**config.mk**
```make
export PLATFORM = sky130hd
export DESIGN_NAME = pkt_drain_ctrl
export DESIGN_NICKNAME = d
export VERILOG_FILES = /design/src/rtl/pkt_drain_pkg.sv /design/src/rtl/pkt_drain_ctrl_sync_2ff.sv /design/src/rtl/pkt_drain_ctrl.sv
export SDC_FILE = /design/constraint.sdc
export NUM_CORES = 1
export LEC_CHECK = 0
export ABC_AREA = 1
export CAP_MARGIN = 20
export CORE_AREA = 2 2 90 92
export CTS_BUF_LIST = sky130_fd_sc_hd__clkbuf_16
export DETAILED_ROUTE_END_ITERATION = 6
export DIE_AREA = 0 0 92 94
export HOLD_SLACK_MARGIN = 0.06
export PLACE_DENSITY = 0.55
export SYNTH_ARGS = -nofsm -noshare
export SYNTH_HDL_FRONTEND = slang
export SYNTH_SLANG_ARGS = --single-unit
```
**constraint.sdc**
```tcl
create_clock -name rd_clk -period 2.2 [get_ports rd_clk]
set_input_delay 0.44 -clock rd_clk [delete_from_list [all_inputs] [get_ports rd_clk]]
set_output_delay 0.44 -clock rd_clk [all_outputs]
set_load 0.05 [all_outputs]
```
**src/rtl/pkt_drain_pkg.sv**
```systemverilog
// Shared constants for the ping/pong buffer drain controller.
// Latency: n/a (declarations only).
// Backpressure: n/a.
//
// Holds the buffer count, the header sync byte and the controller state codes.
// The state codes are plain localparams so that older code which compares
// against raw state values keeps working.
package pkt_drain_pkg;

    localparam int         NUM_BUF  = 2;
    localparam logic [7:0] HDR_SYNC = 8'hA5;

    localparam logic [2:0] ST_IDLE = 3'd0;
    localparam logic [2:0] ST_HDR0 = 3'd1;
    localparam logic [2:0] ST_HDR1 = 3'd2;
    localparam logic [2:0] ST_REQ  = 3'd3;
    localparam logic [2:0] ST_WAIT = 3'd4;
    localparam logic [2:0] ST_SEND = 3'd5;
    localparam logic [2:0] ST_REL  = 3'd6;

endpackage

```
**src/rtl/pkt_drain_ctrl_sync_2ff.sv**
```systemverilog
// Single-bit two-flop synchronizer for a level crossing into the local clock.
// Latency: 2 clk edges from d to q.
// Backpressure: none; this is a level follower.
//
// Ports: clk (destination clock), rst_n (async active-low), d (async level),
//        q (synchronized level, 0 in reset).
module sync_2ff (
    input  logic clk,
    input  logic rst_n,
    input  logic d,
    output logic q
);

    logic meta;

    always_ff @(posedge clk or negedge rst_n) begin
        if (!rst_n) begin
            meta <= 1'b0;
            q    <= 1'b0;
        end else begin
            meta <= d;
            q    <= meta;
        end
    end

endmodule

```
**src/rtl/pkt_drain_ctrl.sv**
```systemverilog
// Round-robin reader for the ping/pong packet buffers, feeding a valid/ready byte stream.
// Latency: one payload word per 3 clocks minimum (REQ, WAIT, SEND); full_s lags buf_full by 2 clocks.
// Backpressure: tx_ready low parks the controller in SEND/HDRx with data held; no new reads are issued.
//
// Ports:
//   rd_clk, rst_n          read-domain clock, async active-low reset
//   buf_full[1:0]          writer's "buffer full" levels (async, synchronized here)
//   buf_rel[1:0]           release level back to the writer, held until full drops
//   buf_rd_en[1:0]         one-cycle read strobe to the selected buffer
//   buf_valid, buf_dout0/1 read return, one cycle after buf_rd_en
//   tx_data/tx_valid/tx_ready  outgoing stream
//   pkt_start, pkt_done    one-cycle pulses after the first / last beat is accepted
//   busy, pkt_cnt, overrun status; overrun is sticky until reset
// Build option: define PKT_DRAIN_HEADER_EN to prefix each packet with
// HDR_SYNC and {sel, pkt_cnt[6:0]}.
module pkt_drain_ctrl
    import pkt_drain_pkg::*;
#(
    parameter int DATA_WIDTH = 8,
    parameter int DATA_DEPTH = 30,
    parameter int CNT_WIDTH  = 16
) (
    input  logic                  rd_clk,
    input  logic                  rst_n,
    input  logic [NUM_BUF-1:0]    buf_full,
    output logic [NUM_BUF-1:0]    buf_rel,
    output logic [NUM_BUF-1:0]    buf_rd_en,
    input  logic [NUM_BUF-1:0]    buf_valid,
    input  logic [DATA_WIDTH-1:0] buf_dout0,
    input  logic [DATA_WIDTH-1:0] buf_dout1,
    output logic [DATA_WIDTH-1:0] tx_data,
    output logic                  tx_valid,
    input  logic                  tx_ready,
    output logic                  pkt_start,
    output logic                  pkt_done,
    output logic                  busy,
    output logic [CNT_WIDTH-1:0]  pkt_cnt,
    output logic                  overrun
);

    localparam int WCNT_W = $clog2(DATA_DEPTH + 1);

    logic [NUM_BUF-1:0]    full_s;
    logic [2:0]            state;
    logic                  sel;
    logic                  last_sel;
    logic                  pick;
    logic [WCNT_W-1:0]     word_cnt;
    logic [DATA_WIDTH-1:0] dout_sel;

    for (genvar i = 0; i < NUM_BUF; i++) begin : g_full_sync
        sync_2ff u_sync (
            .clk   (rd_clk),
            .rst_n (rst_n),
            .d     (buf_full[i]),
            .q     (full_s[i])
        );
    end

    // Both full: alternate away from the buffer served last. Otherwise take
    // whichever single buffer is full.
    assign pick      = (&full_s) ? ~last_sel : full_s[1];
    assign dout_sel  = sel ? buf_dout1 : buf_dout0;
    assign buf_rd_en = (state == ST_REQ) ? (NUM_BUF'(1) << sel) : '0;
    assign busy      = (state != ST_IDLE);

    always_ff @(posedge rd_clk or negedge rst_n) begin
        if (!rst_n) begin
            state     <= ST_IDLE;
            sel       <= 1'b0;
            last_sel  <= 1'b1;
            word_cnt  <= '0;
            tx_data   <= '0;
            tx_valid  <= 1'b0;
            buf_rel   <= '0;
            pkt_start <= 1'b0;
            pkt_done  <= 1'b0;
            pkt_cnt   <= '0;
            overrun   <= 1'b0;
        end else begin
            pkt_start <= 1'b0;
            pkt_done  <= 1'b0;
            case (state)
                ST_IDLE: begin
                    if (|full_s) begin
                        sel <= pick;
                        if (&full_s) overrun <= 1'b1;
`ifdef PKT_DRAIN_HEADER_EN
                        tx_data  <= DATA_WIDTH'(HDR_SYNC);
                        tx_valid <= 1'b1;
                        state    <= ST_HDR0;
`else
                        word_cnt <= '0;
                        state    <= ST_REQ;
`endif
                    end
                end
`ifdef PKT_DRAIN_HEADER_EN
                ST_HDR0: begin
                    if (tx_ready) begin
                        pkt_start <= 1'b1;
                        tx_data   <= DATA_WIDTH'({sel, pkt_cnt[6:0]});
                        state     <= ST_HDR1;
                    end
                end
                ST_HDR1: begin
                    if (tx_ready) begin
                        tx_valid <= 1'b0;
                        word_cnt <= '0;
                        state    <= ST_REQ;
                    end
                end
`endif
                ST_REQ: begin
                    state <= ST_WAIT;
                end
                ST_WAIT: begin
                    // Return data from the other buffer is never looked at.
                    if (buf_valid[sel]) begin
                        tx_data  <= dout_sel;
                        tx_valid <= 1'b1;
                        state    <= ST_SEND;
                    end
                end
                ST_SEND: begin
                    if (tx_ready) begin
                        tx_valid <= 1'b0;
                        word_cnt <= word_cnt + 1'b1;
`ifndef PKT_DRAIN_HEADER_EN
                        if (word_cnt == '0) pkt_start <= 1'b1;
`endif
                        if (word_cnt == WCNT_W'(DATA_DEPTH - 1)) begin
                            pkt_done     <= 1'b1;
                            pkt_cnt      <= pkt_cnt + 1'b1;
                            buf_rel[sel] <= 1'b1;
                            state        <= ST_REL;
                        end else begin
                            state <= ST_REQ;
                        end
                    end
                end
                ST_REL: begin
                    // Wait for the writer to drop full so a stale level is
                    // never mistaken for a fresh packet.
                    if (!full_s[sel]) begin
                        buf_rel  <= '0;
                        last_sel <= sel;
                        state    <= ST_IDLE;
                    end
                end
                default: state <= ST_IDLE;
            endcase
        end
    end

endmodule

```
**Word level (Yosys, flattened, before mapping)**

Index checks and enable logic that the tools add are counted.
Widths: inputs -> output; s select.

- Flip-flop bits (word level): 44
- Output and inout bits: 33
- Logic and storage cells: 82

- Mux-type cells: 31
- Equal/unequal tests: 10
- Shifts and indexed selects: 1
- Reduce and logical (&&, ||, !) cells: 18
- Bitwise logic cells: 3
- $add $sub $neg: 2
- Order comparisons: 2

Operator list:

| kind | count |
|---|---|
| $add 16x1->16 const B | 1 |
| $mux 3 | 5 |
| $pmux 3 s5 | 1 |
| $mux 1 | 14 |
| $reduce_and 4->1 | 3 |
| $mux 5 | 2 |
| $ne 2x2->1 const B | 5 |
| $pmux 5 s2 | 1 |
| $eq 3x3->1 const B | 3 |
| $reduce_and 3->1 | 3 |
| $mux 2 | 4 |
| $mux 8 | 1 |
| $reduce_and 2->1 | 4 |
| $reduce_bool 2->1 | 3 |
| $add 5x1->5 const B | 1 |
| $eq 5x5->1 const B | 1 |
| $logic_not 5->1 | 1 |
| $pmux 2 s2 | 1 |
| $eq 3x2->1 const B | 1 |
| $logic_not 3->1 | 1 |
| $reduce_bool 3->1 | 1 |
| $lt 1x2->1 const B | 1 |
| $not 1->1 | 2 |
| $or 2x2->2 | 1 |
| other kinds (6) | 6 |

**Logic depth before layout (Yosys ltp)**

- Depth after elaboration: 8
- Depth in mapped cells: 10

**Hierarchy**

A second synthesis with hierarchy kept.

- Cells, all modules: 270
- Area, all modules: 2260.9 um^2

Modules (own cells, without submodules):

| module | area each (um^2) | seq. area each (um^2) | cells an instance | instances |
|---|---|---|---|---|
| pkt_drain_ctrl | 2160.8 | 1002.2 | 266 | 1 |
| sync_2ff | 50.0 | 50.0 | 2 | 2 |

**Worst setup path after synthesis**

OpenSTA, ideal clock, no wires.

- Path type: reg2out
- From: reg state[2]
- To: out buf_rd_en[0]
- Path buffers: 0
- Stages on the path, launching flop included: 4
- Setup slack: 0.440 ns
- Data required time: 1.760 ns
- Arrival time: 1.320 ns
- Cell sequence: dfrtp_1 > inv_1 > nand3_1 > nor2_1

- Word-level cells in the longest chain between the ends: 2

Ends and longest elaborated chain:

| what | RTL line | RTL |
|---|---|---|
| from (decl) | pkt_drain_ctrl.sv:44 | `logic [2:0] state;` |
| from (signal assigned) | pkt_drain_ctrl.sv:69 | `state <= ST_IDLE;` |
| from (signal assigned) | pkt_drain_ctrl.sv:94 | `state <= ST_REQ;` |
| from (signal assigned) | pkt_drain_ctrl.sv:115 | `state <= ST_WAIT;` |
| $eq 3x2->1 | pkt_drain_ctrl.sv:64 | `assign buf_rd_en = (state == ST_REQ) ? (NUM_BUF'(1) << sel) : '0;` |
| $mux 2 | pkt_drain_ctrl.sv:64 |  |
| to (decl) | pkt_drain_ctrl.sv:27 | `output logic [NUM_BUF-1:0] buf_rd_en,` |

Every way passes these cells.

**Final worst setup path**

- From: reg pkt_cnt[5]
- To: out pkt_cnt[5]

RTL lines:

| what | RTL line | RTL |
|---|---|---|
| from (decl) | pkt_drain_ctrl.sv:37 | `output logic [CNT_WIDTH-1:0] pkt_cnt,` |
| from (signal assigned) | pkt_drain_ctrl.sv:134 | `pkt_cnt <= pkt_cnt + 1'b1;` |

No word-level cell between the ends.

==> run_results.csv <==
group,metric,value,unit
synth,synth_area_per_cell,8.40,sq um
floorplan,fp.coreArea,7610,sq um
worst_setup_path,crit_type,"register to primary output",
route,dr_wl_met2,2260,microns
sta,setup_viol,0,
worst_setup_path,critPathTopFamily,"buffers and inverters",
finish,drive_above_1_share,9.64,%
finish,seq_area,1100,sq um
synth,synth_area_leaders,"dfrtp_1 48%, nand2_1 15%, nor2_1 4.5%",
route,drt_iter0_markers,44,
sta,finalCritPeriodShare,92.3,%
global_routing,grt_pass1_wl,8640,microns
placement,pre_cts_ws,0.336,ns
finish,fillers,777,
sta,slew_headroom,64.3,%
synth,synth.top_cell.area_share,47.8,%
pwr,peakVddDrop,0.352,mV
finish,area_delta_synth_final,37.3,%
clocking,clock_path_buffers,2,
finish,most-common-layout-cells,"91 x nand2_1, 51 x clkdlybuf4s50_1, 43 x dfrtp_1",
global_routing,antenna_found_initial,0,
synth,synth_cell_types,29,
sta,setup_ws,0.169,ns
route,routedWlPerCell,11.5,microns
synth,synth_seq_cells,44,
route,drtPass1Iterations,4,
outcome,status,"finished clean",
worst_setup_path,crit_buf_inv,1,
finish,antenna_cells,0,
route,via_per_inst,4.37,
clocking,clk_pin_slew,0.06,ns
global_routing,grtUsageTotal,12.5,%
sta,whs,0.139,ns
finish,instances_no_fill,434,
route,final_antenna_net_count,0,
sta,slew_violations,0,
synth,yosys.area.top_type,"dfrtp_1",
worst_setup_path,worst_path_max_delay_cell,"clkdlybuf4s50_1",
sta,fin_skew,0.00520,ns
route,drc,0,
clocking,clock_sinks,44,
floorplan,std_cell_rows,32,
synth,synth_seq_area_share,49.0,%
placement,port_buffers,55,
worst_setup_path,worst_path_largest_cell_delay,0.85,ns
synth,synth_cells,268,
clocking,tritoncts,"done",
global_routing,grt_pass1_vias,1889,
clocking,clockRootBuffer,"clkbuf_16",
worst_setup_path,r2r_start,"word_cnt[1]$_DFFE_PN0P_",
sta,fin_crit,2.03,ns
placement,place.gp.congestion,0.830,
sta,worst_pin_slew,0.535,ns
clocking,cts_buffers,5,
worst_setup_path,cp-end-kind,"primary output",
pwr,power_density,956,nW/um^2
synth,syn-num-nets,295,
finish,nNetsFinal,358,
clocking,cts_resized,0,
floorplan,fp.dieW,92,microns
worst_setup_path,cp_max_fo,4,
sta,fmax,492,MHz
sta,final.setup.tns,0,ns
finish,multi_input_area,1050,sq um
floorplan,die_area,8650,sq um
worst_setup_path,required,1.76,ns
floorplan,boundaryPins,56,
placement,place_hpwl,3830,microns
worst_setup_path,reg2regPathDepth,10,
route,vias,1896,
worst_setup_path,rrSetupSlack,0.51,ns
sta,hold_viol,0,
floorplan,die_y,94,microns
worst_setup_path,rr_endpoint,"pkt_cnt[11]$_DFFE_PN0P_",
worst_setup_path,startpoint_type,"register",
route,routed.top_layer,"met4",
finish,layout_commonest_cell,"nand2_1",
run,maxCapViolations,0,
worst_setup_path,cp.arrival,1.59,ns
min_path,hold_path_class,"input port to asynchronous set/reset pin",
synth,yosysWarnings,0,
clocking,clock_latency,0.28,ns
clocking,h-tree-depth,2,
clocking,postCtsSetupBuffers,0,
route,dr_wl_met3,234,microns
worst_setup_path,crit_chain,"clkdlybuf4s50_1",
synth,netlist_area,2250,sq um
global_routing,grt_max_degree,25,
route,met1_length,2460,microns
clocking,cts_hold_buf,0,
global_routing,grt_overflow,0,
sta,rsz0062_at_grt,"no",
route,drt_wl_total,4980,microns
floorplan,initial_utilization,29.6,%
placement,dp.cells,426,
pwr,cellLeakagePower,0.00143,uW
-- cell usage after synthesis, drive strengths merged --
cell / instances
mux2i: 8
o21ai: 21
a21oi: 4
xnor2: 2
xor2: 9
a31o: 1
nand3: 12
buf: 4
nor2: 37
dfstp: 1
ha: 4
inv: 19
nand2: 93
nor3: 3
nand4: 3
dfrtp: 43
nand3b: 3
o21bai: 1
-- kinds of logic after synthesis --
logic type | share of synthesized area (%)
AO/OA/AOI/OAI | 6.28
XOR/XNOR | 4.61
adder cells (fa/ha/maj) | 2.22
buffers and inverters | 4.45
flip-flops | 49.0
multiplexers | 3.56
AND/OR/NAND/NOR | 29.9
-- layer usage --
layer	global-route usage, %	vias up
met1	17.0	871
met2	19.9	40
met3	4.01	4
met5	0	-
li1	-	981
met4	2.24	0
-- final cells by class --
| cell class | instances | share of cell area [%] |
|---|---|---|
| Sequential cell | 44 | 35.7 |
| Tap cell | 102 | 4.13 |
| Clock buffer | 5 | 4.05 |
| Clock inverter | 3 | 0.486 |
| Multi-Input combinational cell | 201 | 33.9 |
| Timing Repair Buffer | 60 | 19.4 |
| Inverter | 19 | 2.31 |
-- flip-flops by register name (all words and copies together) (netlist names) --
register and flops:
g_full_sync.u_sync.meta 2, state 3, tx_data 8, sel 1
pkt_start 1, tx_valid 1, buf_rel 2, g_full_sync.u_sync.q 2
word_cnt 5, pkt_cnt 16, pkt_done 1, last_sel 1
overrun 1
-- how the worst max path moves through the flow --
stage,from,to,slack [ns],cells after the start
after floorplan,state[2]$_DFFE_PN0P_,buf_rd_en[0],0.44,3
after global placement,buf_valid[1],tx_data[1]$_DFFE_PN0P_,0.32,5
after detailed placement,buf_valid[1],tx_data[4]$_DFFE_PN0P_,0.34,5
after CTS,pkt_cnt[5]$_DFFE_PN0P_,pkt_cnt[5],0.17,1
after global routing,pkt_cnt[13]$_DFFE_PN0P_,pkt_cnt[13],0.11,1
final,pkt_cnt[5]$_DFFE_PN0P_,pkt_cnt[5],0.17,1
-- where the power goes --
part / switching (uW) / internal, uW
clock network: 291 / 412
registers: 125 / 958
logic: 763 / 406
-- per-stage QoR --
stage | utilization, % | area, sq um | total power [uW]
2_1_floorplan | - | 2250 | 1880
3_3_place_gp | 38.8 | 2950 | 2280
3_5_place_dp | 38.8 | 2950 | 2290
4_1_cts | 40.6 | 3090 | 3000
5_1_grt | 40.6 | 3090 | 3140
6_report | 40.6 | 3090 | 2960
(Power assumes the default switching activity.)
